[config.mk]
export PLATFORM = sky130hd
export DESIGN_NAME = gda_adder_pipe_flat
export DESIGN_NICKNAME = d
export VERILOG_FILES = /design/src/rtl/gda_pkg.sv /design/src/rtl/gda_adder_pipe_if.sv /design/src/rtl/gda_carry_pred.sv /design/src/rtl/gda_adder_pipe.sv /design/src/flat_wrapper.sv
export SDC_FILE = /design/constraint.sdc
export NUM_CORES = 1
export LEC_CHECK = 0
export CAP_MARGIN = 20
export CORE_MARGIN = 4
export CORE_UTILIZATION = 53
export DETAILED_ROUTE_END_ITERATION = 8
export GPL_TIMING_DRIVEN = 1
export PLACE_DENSITY = 0.87
export SLEW_MARGIN = 20
export SYNTH_ARGS = -nofsm -noshare
export SYNTH_HDL_FRONTEND = slang
export SYNTH_SLANG_ARGS = --single-unit
[constraint.sdc]
create_clock -name clk -period 8.29 [get_ports clk]
set_input_delay 1.658 -clock clk [delete_from_list [all_inputs] [get_ports clk]]
set_output_delay 1.658 -clock clk [all_outputs]
set_load 0.005 [all_outputs]
[src/rtl/gda_pkg.sv]
// Shared types and helpers for the gracefully-degrading approximate adder pipeline.
// No timing of its own: state encodings, carry-window index helper, parameter legality check.
// GDA_ERR_RECOVERY_EN adds the FIX state used for single-cycle exact correction.
package gda_pkg;

`ifdef GDA_ERR_RECOVERY_EN
    typedef enum logic [1:0] {
        EMPTY = 2'd0,
        FULL  = 2'd1,
        FIX   = 2'd2
    } state_t;
`else
    typedef enum logic [1:0] {
        EMPTY = 2'd0,
        FULL  = 2'd1
    } state_t;
`endif

    // Lowest bit index of the carry-prediction window feeding block k.
    function automatic int win_lo(input int k, input int m, input int p);
        return (k * m > p) ? (k * m - p) : 0;
    endfunction

    // Legal geometry: whole number of blocks, at least two blocks, non-empty window.
    function automatic bit params_ok(input int n, input int m, input int p, input int cnt_w);
        return (m >= 1) && (n % m == 0) && (n >= 2 * m) && (p >= 1) && (cnt_w >= 1);
    endfunction

endpackage

[src/rtl/gda_adder_pipe_if.sv]
// Operand/result handshake bundle for the GDA adder pipeline.
// No storage; pure wiring between producer/consumer and the adder.
// Valid/ready on both sides; master drives operands and result-ready, slave is the adder.
interface gda_adder_pipe_if #(
    parameter int N = 16
);
    logic         in_valid;
    logic         in_ready;
    logic [N-1:0] in_a;
    logic [N-1:0] in_b;
    logic         in_exact;
    logic         out_valid;
    logic         out_ready;
    logic [N:0]   out_res;
    logic         out_err;
    logic         out_fixed;

    modport master (
        output in_valid, in_a, in_b, in_exact, out_ready,
        input  in_ready, out_valid, out_res, out_err, out_fixed
    );

    modport slave (
        input  in_valid, in_a, in_b, in_exact, out_ready,
        output in_ready, out_valid, out_res, out_err, out_fixed
    );
endinterface

[src/rtl/gda_carry_pred.sv]
// Per-block carry-in prediction from a P-bit window versus the true ripple carry.
// Purely combinational, zero latency.
// No handshake; evaluated on whatever operands are presented.
module gda_carry_pred
    import gda_pkg::*;
#(
    parameter int N = 16,
    parameter int M = 4,
    parameter int P = 4
) (
    input  logic [N-1:0]   a,
    input  logic [N-1:0]   b,
    output logic [N/M-1:0] cin_pred,
    output logic [N/M-1:0] cin_true,
    output logic           err
);
    localparam int NB = N / M;

    // Block 0 always sees a zero carry-in, both predicted and true.
    assign cin_pred[0] = 1'b0;
    assign cin_true[0] = 1'b0;

    for (genvar k = 1; k < NB; k++) begin : g_blk
        localparam int HI = k * M - 1;
        localparam int LO = win_lo(k, M, P);
        localparam int W  = k * M - LO;

        logic [W-1:0]   win_sum;
        logic [k*M-1:0] pre_sum;

        // Carry-out of an unsigned add shows up as the truncated sum wrapping below an operand.
        assign win_sum     = a[HI:LO] + b[HI:LO];
        assign pre_sum     = a[HI:0] + b[HI:0];
        assign cin_pred[k] = (win_sum < a[HI:LO]);
        assign cin_true[k] = (pre_sum < a[HI:0]);
    end

    // Any mispredicted block carry makes the approximate sum differ from the exact one.
    assign err = |(cin_pred ^ cin_true);

endmodule

[src/rtl/gda_adder_pipe.sv]
// Pipelined GDA approximate adder with one-entry output buffer and saturating error counter.
// Latency 1 cycle; 2 cycles when GDA_ERR_RECOVERY_EN is defined and an exact result is requested on error.
// in_ready = EMPTY or (FULL and out_ready); outputs hold while out_ready is low; zero-bubble accept+drain.
module gda_adder_pipe
    import gda_pkg::*;
#(
    parameter int N     = 16,
    parameter int M     = 4,
    parameter int P     = 4,
    parameter int CNT_W = 16
) (
    input  logic             clk,
    input  logic             rst,
    gda_adder_pipe_if.slave  io,
    output logic [CNT_W-1:0] err_cnt
);
    localparam int NB        = N / M;
    localparam int MW        = M + 1;
    localparam bit PARAMS_OK = params_ok(N, M, P, CNT_W);

    logic [NB-1:0]    cin_pred;
    logic [NB-1:0]    cin_true;
    logic             pred_err;
    logic [N:0]       approx_sum;
    logic [N:0]       exact_sum;

    state_t           state;
    logic             out_valid_q;
    logic [N:0]       res_q;
    logic             err_q;
    logic             fixed_q;
    logic [CNT_W-1:0] cnt_q;
    logic             in_ready;
    logic             accept;
`ifdef GDA_ERR_RECOVERY_EN
    logic [N:0]       exact_q;
`endif

    gda_carry_pred #(
        .N (N),
        .M (M),
        .P (P)
    ) u_carry_pred (
        .a        (io.in_a),
        .b        (io.in_b),
        .cin_pred (cin_pred),
        .cin_true (cin_true),
        .err      (pred_err)
    );

    // Independent M-bit block adders; only the top block keeps its carry-out.
    for (genvar k = 0; k < NB; k++) begin : g_sum
        localparam int LO = k * M;
        if (k == NB - 1) begin : g_top
            assign approx_sum[N:LO] = {1'b0, io.in_a[N-1:LO]} + {1'b0, io.in_b[N-1:LO]} + MW'(cin_pred[k]);
            assign exact_sum[N:LO]  = {1'b0, io.in_a[N-1:LO]} + {1'b0, io.in_b[N-1:LO]} + MW'(cin_true[k]);
        end else begin : g_low
            assign approx_sum[LO+M-1:LO] = io.in_a[LO+M-1:LO] + io.in_b[LO+M-1:LO] + M'(cin_pred[k]);
            assign exact_sum[LO+M-1:LO]  = io.in_a[LO+M-1:LO] + io.in_b[LO+M-1:LO] + M'(cin_true[k]);
        end
    end

    // Ready depends only on state and downstream ready, never on the operands.
    assign in_ready = (state == EMPTY) || ((state == FULL) && io.out_ready);
    assign accept   = io.in_valid && in_ready;

    assign io.in_ready  = in_ready;
    assign io.out_valid = out_valid_q;
    assign io.out_res   = res_q;
    assign io.out_err   = err_q;
    assign io.out_fixed = fixed_q;
    assign err_cnt      = cnt_q;

    // Output buffer FSM: capture on accept, drain on out_ready, optional one-cycle exact fix-up.
    always_ff @(posedge clk) begin
        if (rst) begin
            state       <= EMPTY;
            out_valid_q <= 1'b0;
            res_q       <= '0;
            err_q       <= 1'b0;
            fixed_q     <= 1'b0;
`ifdef GDA_ERR_RECOVERY_EN
            exact_q     <= '0;
`endif
        end else begin
            case (state)
                EMPTY, FULL: begin
                    if (accept) begin
                        res_q   <= approx_sum;
                        err_q   <= pred_err;
                        fixed_q <= 1'b0;
`ifdef GDA_ERR_RECOVERY_EN
                        exact_q <= exact_sum;
                        if (io.in_exact && pred_err) begin
                            state       <= FIX;
                            out_valid_q <= 1'b0;
                        end else begin
                            state       <= FULL;
                            out_valid_q <= 1'b1;
                        end
`else
                        state       <= FULL;
                        out_valid_q <= 1'b1;
`endif
                    end else if ((state == FULL) && io.out_ready) begin
                        state       <= EMPTY;
                        out_valid_q <= 1'b0;
                    end
                end
`ifdef GDA_ERR_RECOVERY_EN
                FIX: begin
                    res_q       <= exact_q;
                    fixed_q     <= 1'b1;
                    state       <= FULL;
                    out_valid_q <= 1'b1;
                end
`endif
                default: begin
                    state       <= EMPTY;
                    out_valid_q <= 1'b0;
                end
            endcase
        end
    end

    // Saturating count of accepted transactions whose approximation erred.
    always_ff @(posedge clk) begin
        if (rst) begin
            cnt_q <= '0;
        end else if (accept && pred_err && (cnt_q != {CNT_W{1'b1}})) begin
            cnt_q <= cnt_q + CNT_W'(1);
        end
    end

    // Simulation-only sanity: legal geometry, and the carry-mismatch flag matches a full-width compare.
    always @(posedge clk) begin
        if (rst) begin
            assert (PARAMS_OK);
        end else if (accept) begin
            assert ((approx_sum != exact_sum) == pred_err);
        end
    end

endmodule

[src/flat_wrapper.sv]
// flat-port wrapper written by rule: the top's interface ports become plain ports
module gda_adder_pipe_flat import gda_pkg::*;
#(
    parameter int N     = 16,
    parameter int M     = 4,
    parameter int P     = 4,
    parameter int CNT_W = 16
)
  (clk, rst, err_cnt, io_in_valid, io_in_a, io_in_b, io_in_exact, io_out_ready, io_in_ready, io_out_valid, io_out_res, io_out_err, io_out_fixed);
  gda_adder_pipe_if #(.N(N)) io_i ();
  input  logic clk;
  input  logic rst;
  output logic [CNT_W-1:0] err_cnt;
  input wire logic [$bits(io_i.in_valid)-1:0] io_in_valid;
  input wire logic [$bits(io_i.in_a)-1:0] io_in_a;
  input wire logic [$bits(io_i.in_b)-1:0] io_in_b;
  input wire logic [$bits(io_i.in_exact)-1:0] io_in_exact;
  input wire logic [$bits(io_i.out_ready)-1:0] io_out_ready;
  output wire logic [$bits(io_i.in_ready)-1:0] io_in_ready;
  output wire logic [$bits(io_i.out_valid)-1:0] io_out_valid;
  output wire logic [$bits(io_i.out_res)-1:0] io_out_res;
  output wire logic [$bits(io_i.out_err)-1:0] io_out_err;
  output wire logic [$bits(io_i.out_fixed)-1:0] io_out_fixed;
  assign io_i.in_valid = io_in_valid;
  assign io_i.in_a = io_in_a;
  assign io_i.in_b = io_in_b;
  assign io_i.in_exact = io_in_exact;
  assign io_i.out_ready = io_out_ready;
  assign io_in_ready = io_i.in_ready;
  assign io_out_valid = io_i.out_valid;
  assign io_out_res = io_i.out_res;
  assign io_out_err = io_i.out_err;
  assign io_out_fixed = io_i.out_fixed;
  gda_adder_pipe #(.N(N), .M(M), .P(P), .CNT_W(CNT_W)) u_core (.clk(clk), .rst(rst), .io(io_i), .err_cnt(err_cnt));
endmodule
# ---- Yosys cells after proc, flatten, opt, wreduce, memory -nomap -nowiden
# Index checks and enable logic that the tools add are counted.
dict set report op_classes {
  n_eq_ne 1
  n_shift 0
  reduce_logical 11
  add_sub_neg 10
  n_lt_le_gt_ge 5
  div 0
  mul 0
  bitwise_logic 2
  muxes 4
}
# op count
set ops {}
lappend ops {{16-bit by 1-bit adder with 16-bit output (second input constant)} 1}
lappend ops {{16-bit inequality test (second input constant)} 1}
lappend ops {{12-bit adder} 1}
lappend ops {{4-bit adder} 3}
lappend ops {{12-bit < comparator} 1}
lappend ops {{4-bit < comparator} 3}
lappend ops {{4-bit by 1-bit adder with 4-bit output} 2}
lappend ops {{8-bit adder} 1}
lappend ops {{8-bit < comparator} 1}
lappend ops {{4-bit by 4-bit adder with 5-bit output} 1}
lappend ops {{5-bit by 1-bit adder with 5-bit output} 1}
lappend ops {{1-bit logical AND} 4}
lappend ops {{1-bit 2-to-1 mux} 4}
lappend ops {{2-bit OR reduction} 2}
lappend ops {{4-bit OR reduction} 1}
lappend ops {{4-bit bitwise XOR} 1}
lappend ops {{2-bit zero test} 1}
lappend ops {{2-bit AND reduction} 1}
lappend ops {{2-bit nonzero test} 1}
lappend ops {{1-bit logical OR} 1}
lappend ops {{1-bit inverter} 1}
dict set report totals {
  output_inout_bits 37
  inputBits 37
  ram_bits 0
  rom_bits 0
  latch_bits 0
  ff_bits 36
  word_cells 38
  mem_count 0
}

# ---- Longest topological paths before layout
# Gate-level depths: netlist of run 1.
dict set report logic_depth {
  ltp_word 6
  ltp_mapped 20
  mapped_depth_nobuf 19
}

# ---- By module
# Synthesis of run 1 repeated with hierarchy kept, for this count alone.
dict set report hier_totals {
  cells_unflattened 387
  hier_area_um2 3236.9
}
# mod instances seq_area_each_um2 cells_each area_per_inst_um2
set by_module_without_submodules {}
lappend by_module_without_submodules {gda_adder_pipe 1 700.7 239 2099.5}
lappend by_module_without_submodules {gda_carry_pred 1 0.0 148 1137.3}

# ---- Least setup slack after synthesis of run 1
# OpenSTA, ideal clock, no wires.
dict set report synth_timing {
  kind {input port to flip-flop}
  from {input io_in_b[0]}
  to {register u_core.cnt_q[13], in the netlist u_core.err_cnt[13]}
  arrival_ns 4.810
  n_path_buf 1
  t_required_ns 8.169
  path_slack_ns 3.359
  stages 20
  setup_time_ns 0.121
  path_cell_list {ha_1 -> inv_1 -> fa_1 -> inv_1 -> a21oi_1 -> o21bai_1 -> a31oi_1 -> o21bai_1 -> a21oi_1 -> o21ai_0 -> xor2_1 -> ha_1 -> and4_1 -> a21oi_1 -> mux2i_1 -> o311ai_2 -> buf_6 -> nor3_4 -> nand3_1 -> mux2_4}
}
dict set report synth_between {
  elab_chain_len 6
  elab_cells_between_ends 10
  classes_between {add/sub (3); order compare (3); bitwise (1); reduce/logical (3)}
}
# item line
set synth_rtl {}
lappend synth_rtl {{start, declared} flat_wrapper.sv:16} ;# input wire logic [$bits(io_i.in_b)-1:0] io_in_b;
lappend synth_rtl {{12-bit adder (tied with other cells)} gda_carry_pred.sv:33} ;# assign pre_sum = a[HI:0] + b[HI:0];
lappend synth_rtl {{12-bit < comparator (tied with other cells)} gda_carry_pred.sv:35} ;# assign cin_true[k] = (pre_sum < a[HI:0]);
lappend synth_rtl {{4-bit bitwise XOR (*)} gda_carry_pred.sv:39} ;# assign err = |(cin_pred ^ cin_true);
lappend synth_rtl {{4-bit OR reduction (*)} gda_carry_pred.sv:39}
lappend synth_rtl {{1-bit logical AND (*) (2 in series)} gda_adder_pipe.sv:130} ;# end else if (accept && pred_err && (cnt_q != {CNT_W{1'b1}})) begin
lappend synth_rtl {{end signal, assigned} gda_adder_pipe.sv:131} ;# cnt_q <= cnt_q + CNT_W'(1);
lappend synth_rtl {{end, declared} gda_adder_pipe.sv:32} ;# logic [CNT_W-1:0] cnt_q;
# Every way passes the cells marked *; elsewhere a longest branch is shown, timed or not.
# A chain may end at the register's enable or synchronous reset.

# ---- Worst setup path after layout of run 1
dict set report layout_timing {
  from {input io_in_b[1]}
  to {register u_core.cnt_q[10], in the netlist u_core.err_cnt[10]}
}
# Same word-level chain as after synthesis.

==> results of run 1 <==
[layer usage]
metal,share of wire,GRT usage,vias to the layer above,wire (um)
li1,-,-,1245,-
met1,0.44,0.232,1111,2660
met2,0.50,0.371,65,3020
met3,0.052,0.0305,9,314
met4,0.014,0.0670,0,82
met5,0,0,-,0
[layout by cell type, fill, tap and decap left out, types with 2 or more instances in the layout]
master           instances
nor4_2                   3
nand3_1                  8
xor2_1                   8
a21oi_1                 30
nand4_1                  7
buf_4                    2
a21o_1                   6
dfxtp_1                 35
nand2_1                 32
mux2i_1                  2
inv_1                   33
o21ai_1                  4
nor3_2                   2
ha_1                    36
clkbuf_8                 7
clkdlybuf4s50_1         71
fa_1                     5
o21bai_1                 3
and4_1                   2
nor2_1                  29
nor3_1                   4
a31o_1                   2
xnor2_1                 23
nand2b_1                 2
and3_1                   4
a211oi_1                 9
nor2b_1                  3
[state kept, by name, summed over array words and instances (netlist names)]
signal and cells:
u_core.io.out_res 17, u_core.err_cnt 16, u_core.io.out_valid 1, u_core.io.out_err 1
[kinds of logic (layout without fill, tap and decap cells)]
family	Yosys count	after routing	synth area share
AOI/OAI and AO/OA	65	65	0.155
xor gates and xnor gates	31	31	0.0999
adders and majority gates	41	41	0.202
buffers and inverters	45	114	0.0663
DFF	35	35	0.258
muxes	4	4	0.0170
other	1	1	0.00138
and+or+nand+nor	103	103	0.201
[final cells by class]
class	instances	area [um^2]	area share
clock buffer	8	100	0.0280
timing repair buffer	73	726	0.203
tap	67	83.8	0.0235
multi-input combinational	245	1840	0.515
inverter	33	124	0.0347
sequential	35	701	0.196
[how the worst max path moves through the flow]
stage,slack [ns],cells past startpoint,end,start
2_1_floorplan,3.36,20,u_core.err_cnt[13],io_in_b[0]
3_3_place_gp,2.50,20,u_core.err_cnt[10],io_in_b[0]
3_5_place_dp,2.38,19,u_core.err_cnt[10],io_in_b[1]
4_1_cts,2.67,19,u_core.err_cnt[10],io_in_b[1]
5_1_grt,2.31,21,u_core.err_cnt[10],io_in_b[0]
6_report,2.66,19,u_core.err_cnt[10],io_in_b[1]
[where the power goes]
group	switching, mW	internal, mW	total, mW	leakage [nW]
clock	0.0592	0.0758	0.135	0.0515
sequential	0.00891	0.182	0.191	0.286
combinational	0.111	0.110	0.220	1.18
[tightest hold or removal path, stage by stage, from the launching register on]
cell,delay (ns)
dfxtp_1,0.31
nand2_1,0.05
a21oi_1,0.05
[metrics by stage]
stage | util | worst slack [ns] | hold slack (ns) | cells
6_report | 0.737 | 2.66 | 0.457 | 461
5_1_grt | 0.737 | 2.31 | 0.475 | 461
4_1_cts | 0.737 | 2.67 | 0.458 | 461
3_5_place_dp | 0.716 | 2.38 | 0.448 | 453
3_3_place_gp | 0.716 | 2.50 | 0.442 | 453
2_1_floorplan | - | 3.36 | 0.448 | 325
==> summary.md, run 1 <==
| Metric | Value |
|---|---|
| H-tree depth | `2` |
| Leak | `1.52 nW` |
| TNS Setup | `0 ns` |
| Sink Count | `35` |
| PortBufs | `71` |
| DR pass1 iterations | `4` |
| Num rows | `25` |
| Post-CTS Repair Setup Buffers | `0` |
| Antenna Violating Nets Remaining | `0` |
| Worst path max stage delay | `0.43 ns` |
| Initial Util | `0.561` |
| Worst Skew | `0.00659 ns` |
| Flop2flop setup slack | `6.19 ns` |
| WP buf/inv | `2` |
| Worst Hold Path Cells | `2` |
| Residual DRC | `0` |
| Post-DP HPWL | `4.84 mm` |
| Setup crit end kind | `flip-flop` |
| Period minus WS final | `5.63 ns` |
| Pin count of the biggest net entering global routing | `38` |
| TritonCTS clock tree | `built` |
| Post-CTS Hold Buffers | `0` |
| Dominant cells by area after synthesis | `dfxtp_1, ha_1, xnor2_1` |
| Synth unique cells | `49` |
| Filler instances | `385` |
| Power after layout | `0.546 mW` |
| CP Class | `input port to flip-flop` |
| Mapped Cells | `325` |
| #FFs+latches synth | `35` |
| Post-synth EDFFs | `0` |
| Final Hold Violating Endpoints | `0` |
| Worst-path cell chain | `clkdlybuf4s50_1, ha_1, a21o_1, a21oi_1, o21ai_1, o211a_1, o21a_1, o21ai_1, a21oi_1, xor2_1, ha_1, a21oi_1, o21ai_1, o2111ai_1, o311ai_2, buf_4, nor3_2, nand4_1, mux2_1` |
| Synth top cells by count | `ha_1, dfxtp_1, inv_1` |
| Min-Delay Endpoint | `u_core.io.out_res[3]` |
| CP startpoint kind | `input port` |
| Total CTS buffers | `5` |
| DRT Wirelength | `6.07 mm` |
| Wire per inst | `13.2 um` |
| Vias | `2430` |
| Fraction of registers with async set/reset | `0` |
| Critical path's slowest cell | `clkdlybuf4s50_1` |
| Resize count post-CTS | `0` |
| Worst-margin pin slew | `0.918 ns` |
| Nets@finish | `471` |
| Final period util | `0.679` |
| Number of max-slew violations in the final report | `0` |
| Initial DRC count | `104` |
| Gpl congestion | `0.827` |
| FF-to-FF End | `u_core.err_cnt[10]` |
| Cell taking the most area after synthesis | `dfxtp_1` |
| Max_cap viols | `0` |
| Grt total ovfl | `0` |
| Rel. slew slack | `0.386` |
| Die W | `79.6 um` |
| Main synth FF type | `dfxtp_1` |
| Worst reg2reg path depth | `5` |
| Die height | `79.6 um` |
| Placed inst area | `0.00347 mm^2` |
| Max Buffers Root-to-Sink | `2` |
| Clk_lat worst skew | `0.29 ns` |
| Peak VDD IR | `0.0781 mV` |
| Share of cells above drive strength 1 | `0.0482` |
| Outcome | `finished clean` |
| Fmax achieved | `178 MHz` |
| Clock Pin Slew Worst Setup and Hold Paths | `0.07 ns` |
| Hold wc startpoint | `u_core.io.out_res[3]` |
| Clock Tree Root | `clkbuf_8` |
| Setup violators final | `0` |
| Req. time, crit path | `8.47 ns` |
| First-pass GRT wire length | `10.4 mm` |
| Mapped cell area | `0.00272 mm^2` |
| Vias per inst | `5.27` |
| Data arrival, critical path | `5.80 ns` |
| RSZ-0062 raised after global routing | `no` |
| HP Class | `flip-flop to flip-flop` |
| Die ar. | `0.00634 mm^2` |
| Vias in the first global route | `2489` |
| Power density over the cells | `153 mW/mm^2` |
| Post-layout instance area | `0.00357 mm^2` |
| Area Growth Syn to Fin | `31.4%` |
| Most common cell in the synthesized netlist | `ha_1` |
| Yosys warns | `0` |
| Core area | `0.00485 mm^2` |
| ANT cells | `0` |
| CP top delay family | `compound AO/OA/AOI/OAI gates` |
| I/O pins | `74` |
| Synth Net Count | `403` |
| Worst r2r src | `u_core.io.out_valid` |
| GRT Util Overall | `0.200` |
| Critical-path maximum fanout | `11` |
| Sequential area share after synthesis | `0.258` |
| Yosys top cell area share | `0.258` |
| Avg Cell Area, Syn | `8.37 um^2` |
| Initial antenna violation count | `0` |
Note: power is estimated with default switching activity, not from simulation.
==> run 2, diff against run 1 <==
--- a/config.mk
+++ b/config.mk
@@ -7,10 +7,10 @@
 export LEC_CHECK = 0
 export CAP_MARGIN = 20
 export CORE_MARGIN = 4
-export CORE_UTILIZATION = 53
+export CORE_UTILIZATION = 49
 export DETAILED_ROUTE_END_ITERATION = 8
 export GPL_TIMING_DRIVEN = 1
-export PLACE_DENSITY = 0.87
+export PLACE_DENSITY = 0.81
 export SLEW_MARGIN = 20
 export SYNTH_ARGS = -nofsm -noshare
 export SYNTH_HDL_FRONTEND = slang
==> constraint.sdc (replaced) <==
create_clock -name clk -period 5.21 [get_ports clk]
set_input_delay 1.042 -clock clk [delete_from_list [all_inputs] [get_ports clk]]
set_output_delay 1.042 -clock clk [all_outputs]
set_load 0.005 [all_outputs]
==> run 2 against run 1 <==
Against the previous run: via count is 0.78% higher; die area increased by 7.3%; sequential cell count unchanged; clock skew down 0.0013 ns; clock power grew 40%; global-route usage down 0.69 points; final cell count increased by 1.3%; core utilization is 5.2 points lower; design area increased by 0.39%; worst hold slack worse by 0.00059 ns; register-to-register slack worse by 3.1 ns; non-clock buffer count is 3 higher; critical endpoint is now u_core.err_cnt[7]; largest cell class unchanged.
==> summary.md, run 2 (synthesis gave the netlist of run 1 again) <==
| Metric | Value |
|---|---|
| Fin worst setup slack | `0.355 ns (-2.31 ns)` |
| Number of max-slew violations in the final report | `0 (unchanged)` |
| Num rows | `26 (+4.0%)` |
| CP top delay family | `compound AO/OA/AOI/OAI gates` |
| Post-DP HPWL | `5.00 mm (+3.3%)` |
| Pre-CTS setup slack | `0.0787 ns (-2.30 ns)` |
| Outcome | `finished clean` |
| Pin count of the biggest net entering global routing | `38 (unchanged)` |
| Wire per inst | `13.2 um (+0.37%)` |
| ANT cells | `0 (unchanged)` |
| Number of cells on the critical path | `22 (+3)` |
| Critical-path maximum fanout | `7 (-4)` |
| Max_cap viols | `0 (unchanged)` |
| Worst-margin pin slew | `1.03 ns (+0.116 ns)` |
| Vias per inst | `5.24 (-0.51%)` |
| Crit path to | `u_core.err_cnt[7]` |
| HP Class | `flip-flop to flip-flop` |
| First-pass GRT wire length | `10.3 mm (-0.40%)` |
| CP startpoint kind | `input port` |
| Area Growth Syn to Fin | `31.9%` |
| Die height | `82.5 um (+3.6%)` |
| Util after Layout | `0.685 (-0.0521)` |
| Power after layout | `0.849 mW (+56%)` |
| Fmax achieved | `206 MHz` |
| Setup violators final | `0 (unchanged)` |
| WP buf/inv | `5 (+3)` |
| Setup crit end kind | `flip-flop` |
| I/O pins | `74 (unchanged)` |
| Rel. slew slack | `0.309 (-0.0777)` |
| Total CTS buffers | `5 (unchanged)` |
| TritonCTS clock tree | `built` |
| Initial DRC count | `44 (-58%)` |
| Most frequent cells in the layout | `clkdlybuf4s50_1, ha_1, dfxtp_1` |
| Vias | `2449 (+0.78%)` |
| Sink Count | `35 (unchanged)` |
| FF-to-FF End | `u_core.err_cnt[10]` |
| CP Class | `input port to flip-flop` |
| Initial antenna violation count | `0 (unchanged)` |
| Req. time, crit path | `5.42 ns (-3.05 ns)` |
| Worst-path cell chain | `clkdlybuf4s50_1, ha_1, inv_1, fa_1, inv_1, a21oi_1, o21bai_1, a31oi_1, o21bai_1, a21oi_1, o21ai_0, xor2_1, ha_1, and4_1, a21oi_1, mux2i_1, o311ai_2, buf_4, buf_4, nor3_2, a31o_1, a21oi_1` |
| Period minus WS final | `4.86 ns` |
| Vias in the first global route | `2412 (-3.1%)` |
| Worst Skew | `0.00528 ns (-0.00131 ns)` |
| Filler instances | `433 (+12%)` |
| Power density over the cells | `237 mW/mm^2 (+55%)` |
| Grt total ovfl | `0 (unchanged)` |
| Residual DRC | `0 (unchanged)` |
| Final period util | `0.932` |
| DRT Wirelength | `6.17 mm (+1.7%)` |
| Flop2flop setup slack | `3.12 ns (-3.07 ns)` |
| Worst path max stage delay | `0.46 ns (+0.03 ns)` |
| Die ar. | `0.00680 mm^2 (+7.3%)` |
| GRT Util Overall | `0.193 (-0.00691)` |
| Die W | `82.5 um (+3.6%)` |
| Worst Hold Path Cells | `2 (unchanged)` |
| Core area | `0.00524 mm^2 (+8.0%)` |
| Most common cell after layout, fill and taps aside | `clkdlybuf4s50_1` |
| RSZ-0062 raised after global routing | `yes` |
| Max Buffers Root-to-Sink | `2 (unchanged)` |
| Clk_lat worst skew | `0.29 ns (about the same)` |
| Worst reg2reg path depth | `5 (unchanged)` |
| Gpl congestion | `0.866 (+4.7%)` |
| Clock Pin Slew Worst Setup and Hold Paths | `0.07 ns (about the same)` |
| Critical path's most frequent cell | `a21oi_1` |
| Leak | `1.52 nW (+0.37%)` |
| Number of flip-flops in the largest register | `17 (unchanged)` |
| Worst r2r src | `u_core.io.out_valid` |
| Nets@finish | `474 (+0.64%)` |
| Initial Util | `0.519 (-0.0417)` |
| Final Hold Violating Endpoints | `0 (unchanged)` |
| PortBufs | `71 (unchanged)` |
| Critical path's slowest cell | `clkdlybuf4s50_1` |
| H-tree depth | `2 (unchanged)` |
| Clock Tree Root | `clkbuf_8` |
| Worst Setup SP | `io_in_b[0]` |
| Share of cells above drive strength 1 | `0.0529 (+0.00467)` |
| Antenna Violating Nets Remaining | `0 (unchanged)` |
| Data arrival, critical path | `5.07 ns (-0.73 ns)` |
| Peak VDD IR | `0.133 mV (+70%)` |
| DR pass1 iterations | `6 (+2)` |
[run 2: cell types whose count changed in the layout (fill, tap and decap cells not counted), sizes merged]
cell,before,now
clkbuf,8,7
clkinv,0,1
buf,2,5
[run 2: cell type report]
cell class              count  area (um^2)  share of cell area
clock inverters             1         5.00             0.00140
inverters                  33          124              0.0345
repair buffers             76          748               0.209
multi-input cells         245         1840               0.514
clock buffers               7         76.3              0.0213
well taps                  70         87.6              0.0244
flip-flops and latches     35          701               0.195
[run 2: layer usage]
metal / share of wire / global-route usage
met1: 0.43 / 0.228
met2: 0.50 / 0.349
met3: 0.055 / 0.0456
met4: 0.013 / 0.0507
met5: 0 / 0
[run 2: worst min-delay path by stage]
stage,from,endpoint
3_3_place_gp,u_core.io.out_res[3],u_core.io.out_res[3]
6_report,u_core.io.out_err,u_core.io.out_err
4_1_cts,u_core.io.out_err,u_core.io.out_err
2_1_floorplan,u_core.io.out_res[11],u_core.io.out_res[11]
5_1_grt,u_core.io.out_res[3],u_core.io.out_res[3]
3_5_place_dp,u_core.io.out_err,u_core.io.out_err
[run 2: report_power, final]
part,internal [mW],total (mW),switching [mW]
Clock,0.0937,0.189,0.0952
Combinational,0.180,0.357,0.177
Sequential,0.289,0.304,0.0145
Total,0.562,0.849,0.287
[run 2: repair_timing]
item,in CTS,in global routing
buffers inserted,0,0
resized for setup,0,1
endpoints found under the setup margin,0,1
hold buffers,0,0
[run 2: per-stage QoR]
stage               cells  setup TNS, ns  area, um^2  hold slack (ns)
floorplan             325              0        2720            0.448
global placement      459              0        3500            0.443
detailed placement    459              0        3500            0.450
CTS                   467              0        3580            0.460
global route          467       -0.00677        3590            0.483
finish                467              0        3590            0.456
[run 2: tightest hold or removal path, stage by stage (launching register included)]
cell and delay (ns):
dfxtp_1 0.31, nand2_1 0.05, a21oi_1 0.05
==> run 3, diff against run 2 <==
--- a/config.mk
+++ b/config.mk
@@ -10,7 +10,7 @@
 export CORE_UTILIZATION = 49
 export DETAILED_ROUTE_END_ITERATION = 8
 export GPL_TIMING_DRIVEN = 1
-export PLACE_DENSITY = 0.81
+export PLACE_DENSITY = 0.88
 export SLEW_MARGIN = 20
 export SYNTH_ARGS = -nofsm -noshare
 export SYNTH_HDL_FRONTEND = slang
==> run 3 against run 2 <==
Against the previous run: fmax rose by 0.54%; sequential power barely moved; core utilization rose by 0.29 points; sequential share of layout area fell by 0.081 points; non-clock buffer count fell by 1; first-iteration DRC count rose by 27%; routed wire length fell by 0.65%.
==> summary.md, run 3 (synthesis gave the netlist of run 1 again) <==
| Metric | Value |
|---|---|
| GRT met1 Usage | `0.225 (-0.00281)` |
| Final Hold Violating Endpoints | `0 (unchanged)` |
| HP Class | `flip-flop to flip-flop` |
| Clock Pin Slew Worst Setup and Hold Paths | `0.06 ns (about the same)` |
| Sink Count | `35 (unchanged)` |
| Die ar. | `0.00680 mm^2 (unchanged)` |
| Vias in the first global route | `2423 (+0.46%)` |
| Nets@finish | `473 (-0.21%)` |
| I/O pins | `74 (unchanged)` |
| Min-Delay Endpoint | `u_core.io.out_res[15]` |
| Setup crit end kind | `flip-flop` |
| Vias per inst | `5.23 (-0.36%)` |
| Most frequent cells in the layout | `clkdlybuf4s50_1, ha_1, dfxtp_1` |
| Outcome | `finished clean` |
| CP startpoint kind | `input port` |
| Period minus WS final | `4.83 ns (-0.0260 ns)` |
| Worst Skew | `0.00652 ns (+0.00124 ns)` |
| Antenna Violating Nets Remaining | `0 (unchanged)` |
| Share of cells above drive strength 1 | `0.0556 (+0.00266)` |
| Most common cell after layout, fill and taps aside | `clkdlybuf4s50_1` |
| Gpl congestion | `0.869 (+0.33%)` |
| Initial antenna violation count | `0 (unchanged)` |
| Initial Util | `0.519 (unchanged)` |
| H-tree depth | `2 (unchanged)` |
| Area Growth Syn to Fin | `32.4%` |
| Critical-path maximum fanout | `6 (-1)` |
| Fmax achieved | `207 MHz (+0.54%)` |
| DRT Wirelength | `6.13 mm (-0.65%)` |
| Power density over the cells | `243 mW/mm^2 (+2.5%)` |
| Die W | `82.5 um (unchanged)` |
| Data arrival, critical path | `5.04 ns (-0.03 ns)` |
| Setup violators final | `0 (unchanged)` |
| CP Class | `input port to flip-flop` |
| PortBufs | `71 (unchanged)` |
| Total CTS buffers | `5 (unchanged)` |
| Max Buffers Root-to-Sink | `2 (unchanged)` |
| Met3 global-route usage | `0.0358 (-0.00976)` |
| Vias | `2435 (-0.57%)` |
| Pre-CTS setup slack | `-0.0392 ns (-0.118 ns)` |
| Initial DRC count | `56 (+27%)` |
| Post-CTS Repair Setup Buffers | `0 (unchanged)` |
| Hold wc startpoint | `u_core.io.out_res[15]` |
| Worst reg2reg path depth | `5 (unchanged)` |
| Number of flip-flops in the largest register | `17 (unchanged)` |
| Flop2flop setup slack | `3.18 ns (+0.06 ns)` |
| Global routing's busiest layer | `met2` |
| ANT cells | `0 (unchanged)` |
| Num rows | `26 (unchanged)` |
| TritonCTS clock tree | `built` |
| Worst r2r src | `u_core.io.out_valid` |
| Post-DP HPWL | `5.06 mm (+1.1%)` |
| Clk_lat worst skew | `0.28 ns (about the same)` |
| Peak VDD IR | `0.157 mV (+18%)` |
| Grt total ovfl | `0 (unchanged)` |
| Pin count of the biggest net entering global routing | `26 (-32%)` |
| GRT Util Overall | `0.194 (+0.000864)` |
| Power after layout | `0.874 mW (+3.0%)` |
| GR Layer Usage met2 | `0.355 (+0.00561)` |
| Residual DRC | `0 (unchanged)` |
| Leak | `1.53 nW (+0.51%)` |
| Req. time, crit path | `5.42 ns (about the same)` |
| Rel. slew slack | `0.352 (+0.0436)` |
| Wire per inst | `13.2 um (-0.43%)` |
| Final period util | `0.927 (-0.00499)` |
| Worst Hold Path Cells | `2 (unchanged)` |
| Worst-margin pin slew | `0.969 ns (-0.0652 ns)` |
| TNS Setup | `0 ns (unchanged)` |
| Die height | `82.5 um (unchanged)` |
| Fin worst setup slack | `0.381 ns (+0.0260 ns)` |
| FF-to-FF End | `u_core.err_cnt[10]` |
| RSZ-0062 raised after global routing | `no` |
| Number of max-slew violations in the final report | `0 (unchanged)` |
| Core area | `0.00524 mm^2 (unchanged)` |
| First-pass GRT wire length | `10.4 mm (+0.60%)` |
| Hold slack | `0.451 ns (-0.00524 ns)` |
| Max_cap viols | `0 (unchanged)` |
| Clock Tree Root | `clkbuf_8` |
| DR pass1 iterations | `4 (-2)` |
-- run 3: cell count changes in the layout (fill, tap and decap cells not counted), sizes merged --
cell | previous run | this run
buf | 5 | 4
clkbuf | 7 | 8
clkinv | 1 | 0
-- run 3: how the worst max path moves through the flow --
| stage | from | to | slack (ns) |
|---|---|---|---|
| final | io_in_b[0] | u_core.err_cnt[7] | 0.38 |
| after global routing | io_in_b[0] | u_core.err_cnt[1] | 0.02 |
| after CTS | io_in_b[0] | u_core.err_cnt[10] | 0.26 |
| after detailed placement | io_in_b[0] | u_core.err_cnt[10] | -0.04 |
| after global placement | io_in_b[0] | u_core.err_cnt[10] | 0.08 |
| after floorplan | io_in_b[0] | u_core.err_cnt[13] | 0.89 |
-- run 3: area by class of cell --
| type | count | area (um^2) |
|---|---|---|
| fill | 436 | 1640 |
| inverter | 33 | 124 |
| tap | 70 | 87.6 |
| timing repair buffer | 75 | 741 |
| multi-input combinational | 245 | 1850 |
| clock buffer | 8 | 100 |
| sequential | 35 | 701 |
-- run 3: layer usage --
metal / share of wire / wire length [um]
met3: 0.047 / 286
met4: 0.015 / 92
met5: 0 / 0
met1: 0.42 / 2570
met2: 0.52 / 3180
-- run 3: timing repair --
item                                    4_1_cts  5_1_grt
hold buffers                                  0        0
endpoints found under the setup margin        0       10
gates resized for setup                       0        3
-- run 3: report_power, final --
| part | switching [mW] | internal, mW |
|---|---|---|
| clock network | 0.0906 | 0.121 |
| logic | 0.180 | 0.181 |
| registers | 0.0135 | 0.289 |
-- run 3: per-stage QoR --
stage | instances | util | cell area, um^2
after floorplan | 325 | - | 2720
after global placement | 458 | 0.667 | 3490
after detailed placement | 458 | 0.667 | 3490
after CTS | 466 | 0.686 | 3590
after global routing | 466 | 0.688 | 3600
final | 466 | 0.688 | 3600
-- run 3: critical path, stage by stage --
cell and delay [ns]:
clkdlybuf4s50_1 0.47, ha_1 0.16, inv_1 0.05, fa_1 0.42, inv_1 0.07, a21oi_1 0.07
o21bai_2 0.19, a31oi_1 0.16, o21bai_1 0.17, a21oi_1 0.12, o21ai_1 0.16, xor2_1 0.16
ha_1 0.26, and4_1 0.17, a21oi_1 0.13, mux2i_1 0.10, o311ai_2 0.26, buf_4 0.22
buf_4 0.19, nor3_2 0.08, a31o_1 0.26, a21oi_1 0.12
